File: config.mk
export PLATFORM = sky130hd
export DESIGN_NAME = video_timing
export DESIGN_NICKNAME = d
export VERILOG_FILES = /design/src/rtl/video_timing.sv
export SDC_FILE = /design/constraint.sdc
export NUM_CORES = 1
export LEC_CHECK = 0
export CORE_MARGIN = 1.5
export CORE_UTILIZATION = 48
export DETAILED_ROUTE_END_ITERATION = 16
export PLACE_DENSITY = 0.76
export SYNTH_ARGS = -nofsm -noshare
export SYNTH_HDL_FRONTEND = slang
export SYNTH_SLANG_ARGS = --single-unit
File: constraint.sdc
create_clock -name clk -period 2.2 [get_ports clk]
set_input_delay 0.33 -clock clk [delete_from_list [all_inputs] [get_ports clk]]
set_output_delay 0.33 -clock clk [all_outputs]
set_load 0.02 [all_outputs]
File: src/rtl/video_timing.sv
// video_timing: raster counters with registered sync/DE/EOF/SOL outputs.
// Ports: clk, reset (async, active-high), pix_en_i in; h_count_o, v_count_o,
//   hsync_o, vsync_o, de_o, eof_o, sol_o out.
// Macro VIDEO_TIMING_SOL_EN enables the start-of-line pulse on sol_o.
module video_timing #(
  parameter int H_VISIBLE  = 640,
  parameter int H_FRONT    = 16,
  parameter int H_SYNC     = 96,
  parameter int H_BACK     = 48,
  parameter int V_VISIBLE  = 480,
  parameter int V_FRONT    = 10,
  parameter int V_SYNC     = 2,
  parameter int V_BACK     = 33,
  parameter bit H_SYNC_POL = 1'b0,
  parameter bit V_SYNC_POL = 1'b0,
  localparam int H_TOTAL = H_VISIBLE + H_FRONT + H_SYNC + H_BACK,
  localparam int V_TOTAL = V_VISIBLE + V_FRONT + V_SYNC + V_BACK,
  localparam int HW = $clog2(H_TOTAL),
  localparam int VW = $clog2(V_TOTAL)
) (
  input  logic          clk,
  input  logic          reset,
  input  logic          pix_en_i,
  output logic [HW-1:0] h_count_o,
  output logic [VW-1:0] v_count_o,
  output logic          hsync_o,
  output logic          vsync_o,
  output logic          de_o,
  output logic          eof_o,
  output logic          sol_o
);

  localparam logic [HW-1:0] H_LAST = HW'(H_TOTAL - 1);
  localparam logic [VW-1:0] V_LAST = VW'(V_TOTAL - 1);
  localparam logic [HW-1:0] H_VIS  = HW'(H_VISIBLE);
  localparam logic [VW-1:0] V_VIS  = VW'(V_VISIBLE);
  localparam logic [HW-1:0] HS_BEG = HW'(H_VISIBLE + H_FRONT);
  localparam logic [HW-1:0] HS_END = HW'(H_VISIBLE + H_FRONT + H_SYNC - 1);
  localparam logic [VW-1:0] VS_BEG = VW'(V_VISIBLE + V_FRONT);
  localparam logic [VW-1:0] VS_END = VW'(V_VISIBLE + V_FRONT + V_SYNC - 1);

  logic [HW-1:0] r_h;
  logic [VW-1:0] r_v;
  logic          r_hsync;
  logic          r_vsync;
  logic          r_de;
  logic          r_eof;

  logic [HW-1:0] w_h_nxt;
  logic [VW-1:0] w_v_nxt;
  logic          w_h_wrap;
  logic          w_hs_act;
  logic          w_vs_act;
  logic          w_de_nxt;
  logic          w_eof_nxt;

  // Outputs are decoded from the next counter values so that the
  // registered flags line up with the counters they describe.
  always_comb begin
    w_h_wrap = (r_h == H_LAST);
    w_h_nxt  = w_h_wrap ? '0 : r_h + 1'b1;
    w_v_nxt  = r_v;
    if (w_h_wrap) begin
      w_v_nxt = (r_v == V_LAST) ? '0 : r_v + 1'b1;
    end
    w_hs_act  = (w_h_nxt >= HS_BEG) && (w_h_nxt <= HS_END);
    w_vs_act  = (w_v_nxt >= VS_BEG) && (w_v_nxt <= VS_END);
    w_de_nxt  = (w_h_nxt < H_VIS) && (w_v_nxt < V_VIS);
    w_eof_nxt = (w_h_nxt == '0) && (w_v_nxt == V_VIS);
  end

  always_ff @(posedge clk or posedge reset) begin
    if (reset) begin
      r_h     <= '0;
      r_v     <= '0;
      r_hsync <= ~H_SYNC_POL;
      r_vsync <= ~V_SYNC_POL;
      r_de    <= 1'b0;
      r_eof   <= 1'b0;
    end else begin
      // EOF drops after one clk even if the counters stall on (0, V_VISIBLE).
      r_eof <= 1'b0;
      if (pix_en_i) begin
        r_h     <= w_h_nxt;
        r_v     <= w_v_nxt;
        r_hsync <= w_hs_act ? H_SYNC_POL : ~H_SYNC_POL;
        r_vsync <= w_vs_act ? V_SYNC_POL : ~V_SYNC_POL;
        r_de    <= w_de_nxt;
        r_eof   <= w_eof_nxt;
      end
    end
  end

`ifdef VIDEO_TIMING_SOL_EN
  logic r_sol;

  always_ff @(posedge clk or posedge reset) begin
    if (reset) begin
      r_sol <= 1'b0;
    end else begin
      r_sol <= pix_en_i && w_h_wrap;
    end
  end

  assign sol_o = r_sol;
`else
  assign sol_o = 1'b0;
`endif

  assign h_count_o = r_h;
  assign v_count_o = r_v;
  assign hsync_o   = r_hsync;
  assign vsync_o   = r_vsync;
  assign de_o      = r_de;
  assign eof_o     = r_eof;

endmodule

==> summary.md <==
| Metric | Value |
|---|---|
| Final Hold Fails | `0` |
| Setup-failing EPs final | `0` |
| Largest net degree at the start of global routing | `25` |
| CP max FO | `7` |
| Diode count | `0` |
| Routed wire length | `4443 µm` |
| Req. time, crit path | `2.44 ns` |
| Gate Count Post-Synth | `213` |
| Distinct cell type count after synthesis | `54` |
| Clock Path Buffers | `2` |
| Max cap viols | `0` |
| DRC errors left | `0` |
| Io pins | `28` |
| Vias in the first global route | `1583` |
| CTS root buf | `clkbuf_4` |
| Syn_nets | `221` |
| Synth area leader | `dfrtp_1` |
| Tightest Pin Transition | `0.5130 ns` |
| Post-synth top flop | `dfrtp_1` |
| IO Port Bufs | `26` |
| Post-layout util | `67.58%` |
| Placed cell areas | `0.002250 mm²` |
| Site row count | `21` |
| Seq/Total Area, Yosys | `34.28%` |
| Core Footprint | `0.003416 mm²` |
| Total GRT Usage | `23.27%` |
| Flip-flop and latch area | `608.1 µm²` |
| Pwr dens | `538.8 mW/mm²` |
| Vias after detailed routing | `1723` |
| Drt initial violations | `66` |
| Critical setup path kind | `flop to flop` |
| Lkg Pwr | `0.9412 nW` |
| Multi-input logic area | `0.001094 mm²` |
| Yosys warnings | `0` |
| Final Non-Filler Cells | `302` |
| Relative slew slack | `65.32%` |
| Wire length per cell | `14.71 µm` |
| Worst skew pair latency | `0.32 ns` |
| Hold WC Path Type | `primary input to asynchronous set/reset pin` |
| Status | `complete, no violations` |
| Area grow syn2layout | `31.22%` |
| Final Wtd Congestion | `0.9913` |
| Synth Cell Area | `0.001759 mm²` |
| Crit path DAT | `2.41 ns` |
| TritonCTS sink count | `24` |
| Vert. Die Dim | `63.54 µm` |
| Cts bufs inserted | `3` |
| RSZ-0062 raised after global routing | `yes` |
| Hold Worst Slack | `0.3324 ns` |
| Detailed placement HPWL | `3299 µm` |
| Post-route setup TNS | `0 ns` |
| Hold-fix buffers, CTS | `0` |
| Startpoint Class | `flop` |
| Period utilization | `98.84%` |
| Share of the synthesized area in the top cell type | `31.29%` |
| Layout Nets | `266` |
| FFs w/ async S/R, synth | `100.0%` |
| Final Skew | `0.003222 ns` |
| Die Width | `63.54 µm` |
| Die area | `0.004037 mm²` |
| Period minus WS final | `2.175 ns` |
| # fillers | `301` |
| Grt ovf | `0` |
| Initial Util | `51.50%` |
| Synthesized area per cell | `8.259 µm²` |
| Post-synth EDFFs | `0` |
| Worst Setup End Kind | `flop` |
| Peak VDD IR | `0.4329 mV` |
| Max Fclk | `0.4599 GHz` |
| CTS HTree Levels | `1` |
| Inst Count DP | `297` |
| Synth area leaders | `dfrtp_1 (31%), nand2_1 (6.6%), o21ai_0 (5.1%), ha_1 (3.6%), xnor2_1 (3.5%)` |
| Vias per std cell | `5.705` |
| DR pass1 iterations | `4` |
| Slew Viols, Final | `0` |
| Global-route wire length before repair | `7417 µm` |
| Initial antenna violation count | `0` |
| Register bit total from synthesis | `24` |
| CTS tree | `built` |
| Worst-path clk slew | `0.13 ns` |
| Final ANT Viol Nets | `0` |
| Final instance area | `0.002308 mm²` |
| Layout cells sized above 1 | `23.05%` |
## synth_stat cells (2+ instances only)
cell type	instances
nand2_1	31
dfrtp_1	22
o21ai_0	18
nor2_1	14
nand3_1	12
inv_1	9
clkbuf_1	8
a21oi_1	7
xnor2_1	7
buf_2	6
a31oi_1	5
ha_1	5
and3_1	4
nor3_1	4
o31ai_1	4
a211oi_1	3
and2_1	3
nand2b_1	3
nand4_1	3
nand4b_1	3
xor2_1	3
a32o_1	2
dfstp_2	2
mux2i_1	2
nor3b_1	2
nor4_2	2
o2bb2ai_1	2
## sequential cells by signal, indices dropped and copies added, names as in the netlist
register	flops
vsync_o	1
v_count_o	10
eof_o	1
hsync_o	1
de_o	1
h_count_o	10
## timing repair
action,4_1_cts,5_1_grt
gates cloned,0,0
resized for setup,1,10
buffers inserted,1,1
endpoints found under the setup margin,2,6
pin swaps,0,2
## layout make-up
| class | count | share of cell area [%] |
|---|---|---|
| inverters | 9 | 1.463 |
| flip-flops and latches | 24 | 26.34 |
| clock buffers | 3 | 0.9756 |
| repair buffers | 57 | 21.36 |
| multi-input cells | 163 | 47.37 |
| well taps | 46 | 2.493 |
## layout by cell type (no fill, tap or decap), types with 3 or more instances in the layout
master and instances:
nand2_1 30, o21ai_0 13, xor2_1 3, nor3_1 4, nand2b_1 3, a31oi_1 5, dfrtp_1 18, nand4_1 3
a21oi_1 7, o31ai_1 4, clkdlybuf4s50_1 26, o21ai_1 5, inv_1 7, nand4b_1 3, nor2_1 13, and3_1 4
ha_1 4, and2_1 3, dfrtp_2 4, nand3_1 12, buf_4 31, clkbuf_4 3, xnor2_1 7
## final timing paths
kind / slack, ns / cells past startpoint / startpoint / to
min reg2reg: 0.50 / 2 / hsync_o / hsync_o
max: 0.03 / 8 / v_count_o[0] / eof_o
max in group asynchronous: 1.58 / 3 / reset / hsync_o
min: 0.33 / 3 / reset / eof_o
min in group clk: 0.50 / 2 / hsync_o / hsync_o
max reg2reg: 0.03 / 8 / v_count_o[0] / eof_o
## metal layers
metal  global-route usage, %  vias up  routed length [µm]
met5                       0        -                   0
met4                   8.152        0                  67
met3                   3.036        8                 249
met2                   35.53       57                1980
met1                   33.75      808                2145
li1                        -      850                   -
## worst max-delay path, cell delays in order (launching register included)
cell and delay (ns):
dfrtp_2 0.48, inv_2 0.06, ha_1 0.12, or4b_4 0.48
or4_4 0.48, nand2_2 0.10, mux2_4 0.16, nand4_2 0.08
nor4_2 0.14
## report_power, final
part	total, W	switching, W	internal, W
clock	0.000200	0.000135	0.0000642
sequential	0.000520	0.0000309	0.000489
combinational	0.000524	0.000279	0.000246
## cells by family (layout without fill, tap and decap cells)
logic type	Yosys count	after routing	share of synthesized area [%]
flip-flops	24	24	34.28
AO/OA/AOI/OAI	50	50	18.42
other	1	1	0.2132
XOR/XNOR	10	10	4.979
AND/OR/NAND/NOR	93	93	29.30
multiplexers	4	4	2.631
adder cells (fa/ha/maj)	5	5	3.556
buffers and inverters	26	69	6.614
## per-stage QoR
stage | total power (W) | worst slack [ns]
3_5_place_dp | 0.001050 | -0.009708
3_3_place_gp | 0.001041 | 0.01481
4_1_cts | 0.001246 | 0.003108
2_1_floorplan | 0.0008346 | -0.003385
5_1_grt | 0.001321 | -0.1062
6_report | 0.001244 | 0.02549
Power figures use the tool's default switching activity.
